[config.mk]
export PLATFORM = sky130hd
export DESIGN_NAME = iq_sample_fifo
export DESIGN_NICKNAME = d
export VERILOG_FILES = /design/src/rtl/iq_fifo_pkg.sv /design/src/rtl/iq_fifo_ctrl.sv /design/src/rtl/iq_sample_fifo.sv
export SDC_FILE = /design/constraint.sdc
export NUM_CORES = 1
export LEC_CHECK = 0
export BUFFER_PORTS_ARGS = -buffer_cell sky130_fd_sc_hd__buf_2
export CAP_MARGIN = 15
export CORE_MARGIN = 1
export CORE_UTILIZATION = 45
export CTS_CLUSTER_SIZE = 16
export DETAILED_ROUTE_END_ITERATION = 10
export PLACE_DENSITY = 0.6
export SLEW_MARGIN = 20
export SYNTH_ARGS = -nofsm -noshare
export SYNTH_HDL_FRONTEND = slang
export SYNTH_HIERARCHICAL = 1
export SYNTH_SLANG_ARGS = --single-unit
[constraint.sdc]
create_clock -name clk -period 6.9 [get_ports clk]
set_input_delay 1.725 -clock clk [delete_from_list [all_inputs] [get_ports clk]]
set_output_delay 1.725 -clock clk [all_outputs]
set_load 0.005 [all_outputs]
[src/rtl/iq_fifo_pkg.sv]
// I/Q sample FIFO shared definitions.
// Default sample geometry and pointer-width helper.
package iq_fifo_pkg;

  localparam int IQ_DATA_W = 24;
  localparam int IQ_NCH    = 2;

  typedef logic [IQ_NCH-1:0][IQ_DATA_W-1:0] iq_samp_t;

  // Pointer width: index bits plus one wrap bit.
  function automatic int ptr_w(input int depth);
    return $clog2(depth) + 1;
  endfunction

endpackage

[src/rtl/iq_fifo_ctrl.sv]
// I/Q sample FIFO control: pointers, accept logic,
// occupancy, threshold flags and sticky error flags.
module iq_fifo_ctrl
  import iq_fifo_pkg::*;
#(
  parameter  int DEPTH     = 8,
  parameter  int AFULL_TH  = DEPTH - 1,
  parameter  int AEMPTY_TH = 1,
  localparam int AW        = $clog2(DEPTH),
  localparam int PW        = ptr_w(DEPTH)
) (
  input  logic          clk,
  input  logic          reset,
  input  logic          push_in,
  input  logic          pull_out,
  input  logic          clr_err,
  output logic          wr_en,
  output logic          rd_en,
  output logic [AW-1:0] wr_idx,
  output logic [AW-1:0] rd_idx,
  output logic          full,
  output logic          empty,
  output logic          almost_full,
  output logic          almost_empty,
  output logic [PW-1:0] level,
  output logic          overflow,
  output logic          underflow
);

  if (DEPTH < 2 || (DEPTH & (DEPTH - 1)) != 0) begin : g_bad_depth
    $error("iq_fifo_ctrl: DEPTH must be a power of two >= 2");
  end

  localparam logic [PW-1:0] AF_LVL = PW'(AFULL_TH);
  localparam logic [PW-1:0] AE_LVL = PW'(AEMPTY_TH);

  logic [PW-1:0] wptr;
  logic [PW-1:0] rptr;
  logic          ovf_set;
  logic          udf_set;

  assign wr_idx = wptr[AW-1:0];
  assign rd_idx = rptr[AW-1:0];

  // Status comes only from registered pointers.
  assign empty = (wptr == rptr);
  assign full  = (wptr[AW-1:0] == rptr[AW-1:0])
              && (wptr[AW] != rptr[AW]);
  assign level = wptr - rptr;

  assign almost_full  = (level >= AF_LVL);
  assign almost_empty = (level <= AE_LVL);

  // A pull frees a slot in the same edge, so a full
  // FIFO still takes a push when paired with a pull.
  assign wr_en = push_in && (!full || pull_out);
  assign rd_en = pull_out && !empty;

  assign ovf_set = push_in && !wr_en;
  assign udf_set = pull_out && empty;

  // Pointer advance on accepted operations.
  always_ff @(posedge clk or posedge reset) begin
    if (reset) begin
      wptr <= '0;
      rptr <= '0;
    end else begin
      if (wr_en) wptr <= wptr + PW'(1);
      if (rd_en) rptr <= rptr + PW'(1);
    end
  end

  // Sticky errors; a new error beats a clear.
  always_ff @(posedge clk or posedge reset) begin
    if (reset) begin
      overflow  <= 1'b0;
      underflow <= 1'b0;
    end else begin
      if (ovf_set)      overflow <= 1'b1;
      else if (clr_err) overflow <= 1'b0;
      if (udf_set)      underflow <= 1'b1;
      else if (clr_err) underflow <= 1'b0;
    end
  end

endmodule

[src/rtl/iq_sample_fifo.sv]
// I/Q sample FIFO top: storage array and head
// output gating around the control block.
module iq_sample_fifo
  import iq_fifo_pkg::*;
#(
  parameter  int DATA_W    = IQ_DATA_W,
  parameter  int NCH       = IQ_NCH,
  parameter  int DEPTH     = 8,
  parameter  int AFULL_TH  = DEPTH - 1,
  parameter  int AEMPTY_TH = 1,
  localparam int SW        = NCH * DATA_W,
  localparam int AW        = $clog2(DEPTH),
  localparam int PW        = ptr_w(DEPTH)
) (
  input  logic          clk,
  input  logic          reset,
  input  logic          push_in,
  input  logic [SW-1:0] samp_in,
  input  logic          pull_out,
  input  logic          clr_err,
  output logic [SW-1:0] samp_out,
  output logic          full,
  output logic          empty,
  output logic          almost_full,
  output logic          almost_empty,
  output logic [PW-1:0] level,
  output logic          overflow,
  output logic          underflow
);

  logic          wr_en;
  logic          pop_unused;
  logic [AW-1:0] wr_idx;
  logic [AW-1:0] rd_idx;
  logic [SW-1:0] mem [DEPTH];

  iq_fifo_ctrl #(
    .DEPTH    (DEPTH),
    .AFULL_TH (AFULL_TH),
    .AEMPTY_TH(AEMPTY_TH)
  ) u_ctrl (
    .clk         (clk),
    .reset       (reset),
    .push_in     (push_in),
    .pull_out    (pull_out),
    .clr_err     (clr_err),
    .wr_en       (wr_en),
    .rd_en       (pop_unused),
    .wr_idx      (wr_idx),
    .rd_idx      (rd_idx),
    .full        (full),
    .empty       (empty),
    .almost_full (almost_full),
    .almost_empty(almost_empty),
    .level       (level),
    .overflow    (overflow),
    .underflow   (underflow)
  );

  // Storage write; contents are deliberately not reset.
  always_ff @(posedge clk) begin
    if (wr_en) mem[wr_idx] <= samp_in;
  end

  // Fall-through head, forced to zero when empty.
  assign samp_out = empty ? '0 : mem[rd_idx];

endmodule

==> flow_summary_export.csv <==
group,metric,value,unit
floorplanning,io_pins,111,
setup_path,critPathKind,"reg2out",
sta,grt_setup_unrepaired,"false",
synthesis,syn_avg_cell_area,22.4,µm²
cts,cts_inserted_buffers,40,
layout,area_taken_by_flip_flops_and_latches,0.0118,mm²
global_routing,grt_pass1_vias,7447,
cts,clock_network_latency_to_the_later_pin_of_the_worst_skew_pair,0.53,ns
sta,setup-violations-final,0,
floorplanning,core_area,0.0335,mm²
flow_run,number_of_maximum_capacitance_violations,0,
setup_path,setup.reg_to_reg.worst_slack,2.93,ns
floorplanning,placementRows,67,
synthesis,syn-cell-area,0.0154,mm²
sta,tightest_slew,1.11,ns
setup_path,startpoint_type,"register",
sta,max_clock_freq,0.182,GHz
cts,cts_setup_buffers,0,
drt,route.detailed.drc,0,
power,total_leakage_power,6.02,nW
layout,area_of_combinational_cells_with_multiple_inputs,0.00334,mm²
sta,timing.clock.skew,0.0233,ns
drt,highest_layer,"met5",
synthesis,synth_warnings,6,
drt,drt_first_pass_iters,4,
cts,cts_tree,"yes",
cts,clock_tree_buf_depth,3,
status,result_of_the_run,"complete, no violations",
sta,report.final.hold_viol_count,0,
drt,route.antenna.remaining_nets,0,
cts,cts_hold_buf,0,
drt,met3WireLength,1480,µm
sta,max_slew_margin,0.259,
power,p_per_area,432,mW/mm²
min_path,min-delay-path-class,"reg2reg",
drt,routed_wirelength,29500,µm
cts,clock_sink_count,394,
drt,routed-via-count,6973,
sta,final_period_minus_worst_setup_slack,5.48,ns
setup_path,critical_path_required,5.18,ns
synthesis,synth_cells,686,
drt,dr_wl_met2,15100,µm
global_routing,grt_remaining_overflow,0,
cts,cts-resized-gates,0,
place,globalplace.congestion,0.702,
global_routing,grt_start_max_net_pins,59,
synthesis,syn-num-nets,745,
power,vdd_ir_drop_max,0.349,mV
layout,post_layout_nonfiller_instances,1292,
setup_path,critical_path_peak_fanout,42,
drt,detailedRoute.firstIterationViolations,441,
floorplanning,die_w,187,µm
cts,cts-htree-levels,2,
global_routing,global_route.usage.total,0.174,
cts,cts.reportedPaths.clkPinSlew,0.06,ns
drt,wire_per_inst,22.8,µm
sta,drv_slew,0,
drt,detail_route.wirelength.met1,12300,µm
layout,fraction_of_final_layout_cells_with_drive_strength_greater_than_1,0.328,
global_routing,initial_antenna_violation_count,6,
floorplanning,die_y,187,µm
cts,cts_root_buffer,"clkbuf_16",
layout,num-fill-cells,2643,
sta,layout_worst_path_cycle_share,0.794,
place,dp_wirelength,16400,µm
setup_path,crit_path_end_kind,"primary output",
setup_path,worstPathArrival,3.76,ns
global_routing,grt_pass1_wl,45100,µm
floorplanning,floorplan.die_area,0.0349,mm²
layout,area_growth_syn_to_layout,15.0,%
place,port-buffer-count,110,
sta,timing.setup.tns,0,ns
drt,avgViaCountPerCell,5.40,
place,post-place-cells,1220,
layout,num-nets-final,874,
floorplanning,floorplan.initialDensity,0.458,
## cells in the final DEF (no fill, tap or decap), drive strengths merged
cell type,count
edfxtp,384
buf,126
mux4,96
nor2,57
mux2i,48
clkbuf,48
inv,13
clkinv,12
dfrtp,10
xnor2,7
ha,5
diode,3
nand2b,3
clkinvlp,3
nor3,3
nand2,2
bufinv,2
xor2,2
mux2,2
a22o,2
and4,2
a21oi,2
o21ai,2
o31ai,2
nand3,1
o211ai,1
nand3b,1
and3,1
o32ai,1
o211a,1
o311ai,1
fa,1
## sequential cells by signal, indices dropped and copies added (netlist names)
name,flops
mem,384
u_ctrl/overflow,1
u_ctrl/rptr,4
u_ctrl/underflow,1
u_ctrl/wptr,4
## layer usage
| layer | track usage | up-vias |
|---|---|---|
| met5 | 0 | - |
| met4 | 0.0492 | 6 |
| met3 | 0.0381 | 45 |
| met2 | 0.302 | 158 |
| met1 | 0.221 | 3674 |
| li1 | - | 3090 |
## metrics by stage
| step | power (mW) | worst slack (ns) | area [µm²] | util | hold WS [ns] |
|---|---|---|---|---|---|
| after floorplan | 4.89 | 1.12 | 15400 | - | 0.481 |
| after global placement | 5.67 | 1.82 | 16400 | 0.488 | 0.483 |
| after detailed placement | 5.74 | 1.68 | 16400 | 0.490 | 0.501 |
| after CTS | 7.75 | 1.13 | 17600 | 0.526 | 0.514 |
| after global routing | 8.05 | 1.17 | 17700 | 0.527 | 0.546 |
| final | 7.64 | 1.42 | 17700 | 0.527 | 0.504 |
## power by group
group	leakage [nW]	internal, mW	switching (mW)
Clock	0.591	1.16	0.842
Sequential	3.61	3.03	0.180
Combinational	1.83	1.15	1.28
Total	6.02	5.34	2.30
## area by class of cell
type | count | share of cell area
Clock inverter | 20 | 0.00941
Sequential cell | 394 | 0.667
Multi-Input combinational cell | 243 | 0.189
Antenna cell | 3 | 0.000425
Inverter | 10 | 0.00212
Tap cell | 448 | 0.0317
Clock buffer | 48 | 0.0595
Timing Repair Buffer | 126 | 0.0409
## critical path, stage by stage (launching register included)
cell and delay [ns]:
dfrtp_4 0.84, inv_1 0.10, ha_1 0.37, nand3_1 0.32, nor2_4 0.77, buf_4 0.50
nor2_1 0.15, buf_2 0.15
## path summary, 6_finish.rpt
check | from | endpoint | cells past startpoint
worst max-delay path | u_ctrl/rptr[2] | samp_out[11] | 7
min in group asynchronous | reset | u_ctrl/rptr[0] | 2
max in group asynchronous | reset | u_ctrl/rptr[2] | 2
worst max register to register | u_ctrl/rptr[0] | mem[0][35] | 8
worst min register to register | u_ctrl/underflow | u_ctrl/underflow | 1
worst min-delay path | u_ctrl/underflow | u_ctrl/underflow | 1
Note: power is estimated with default switching activity, not from simulation.
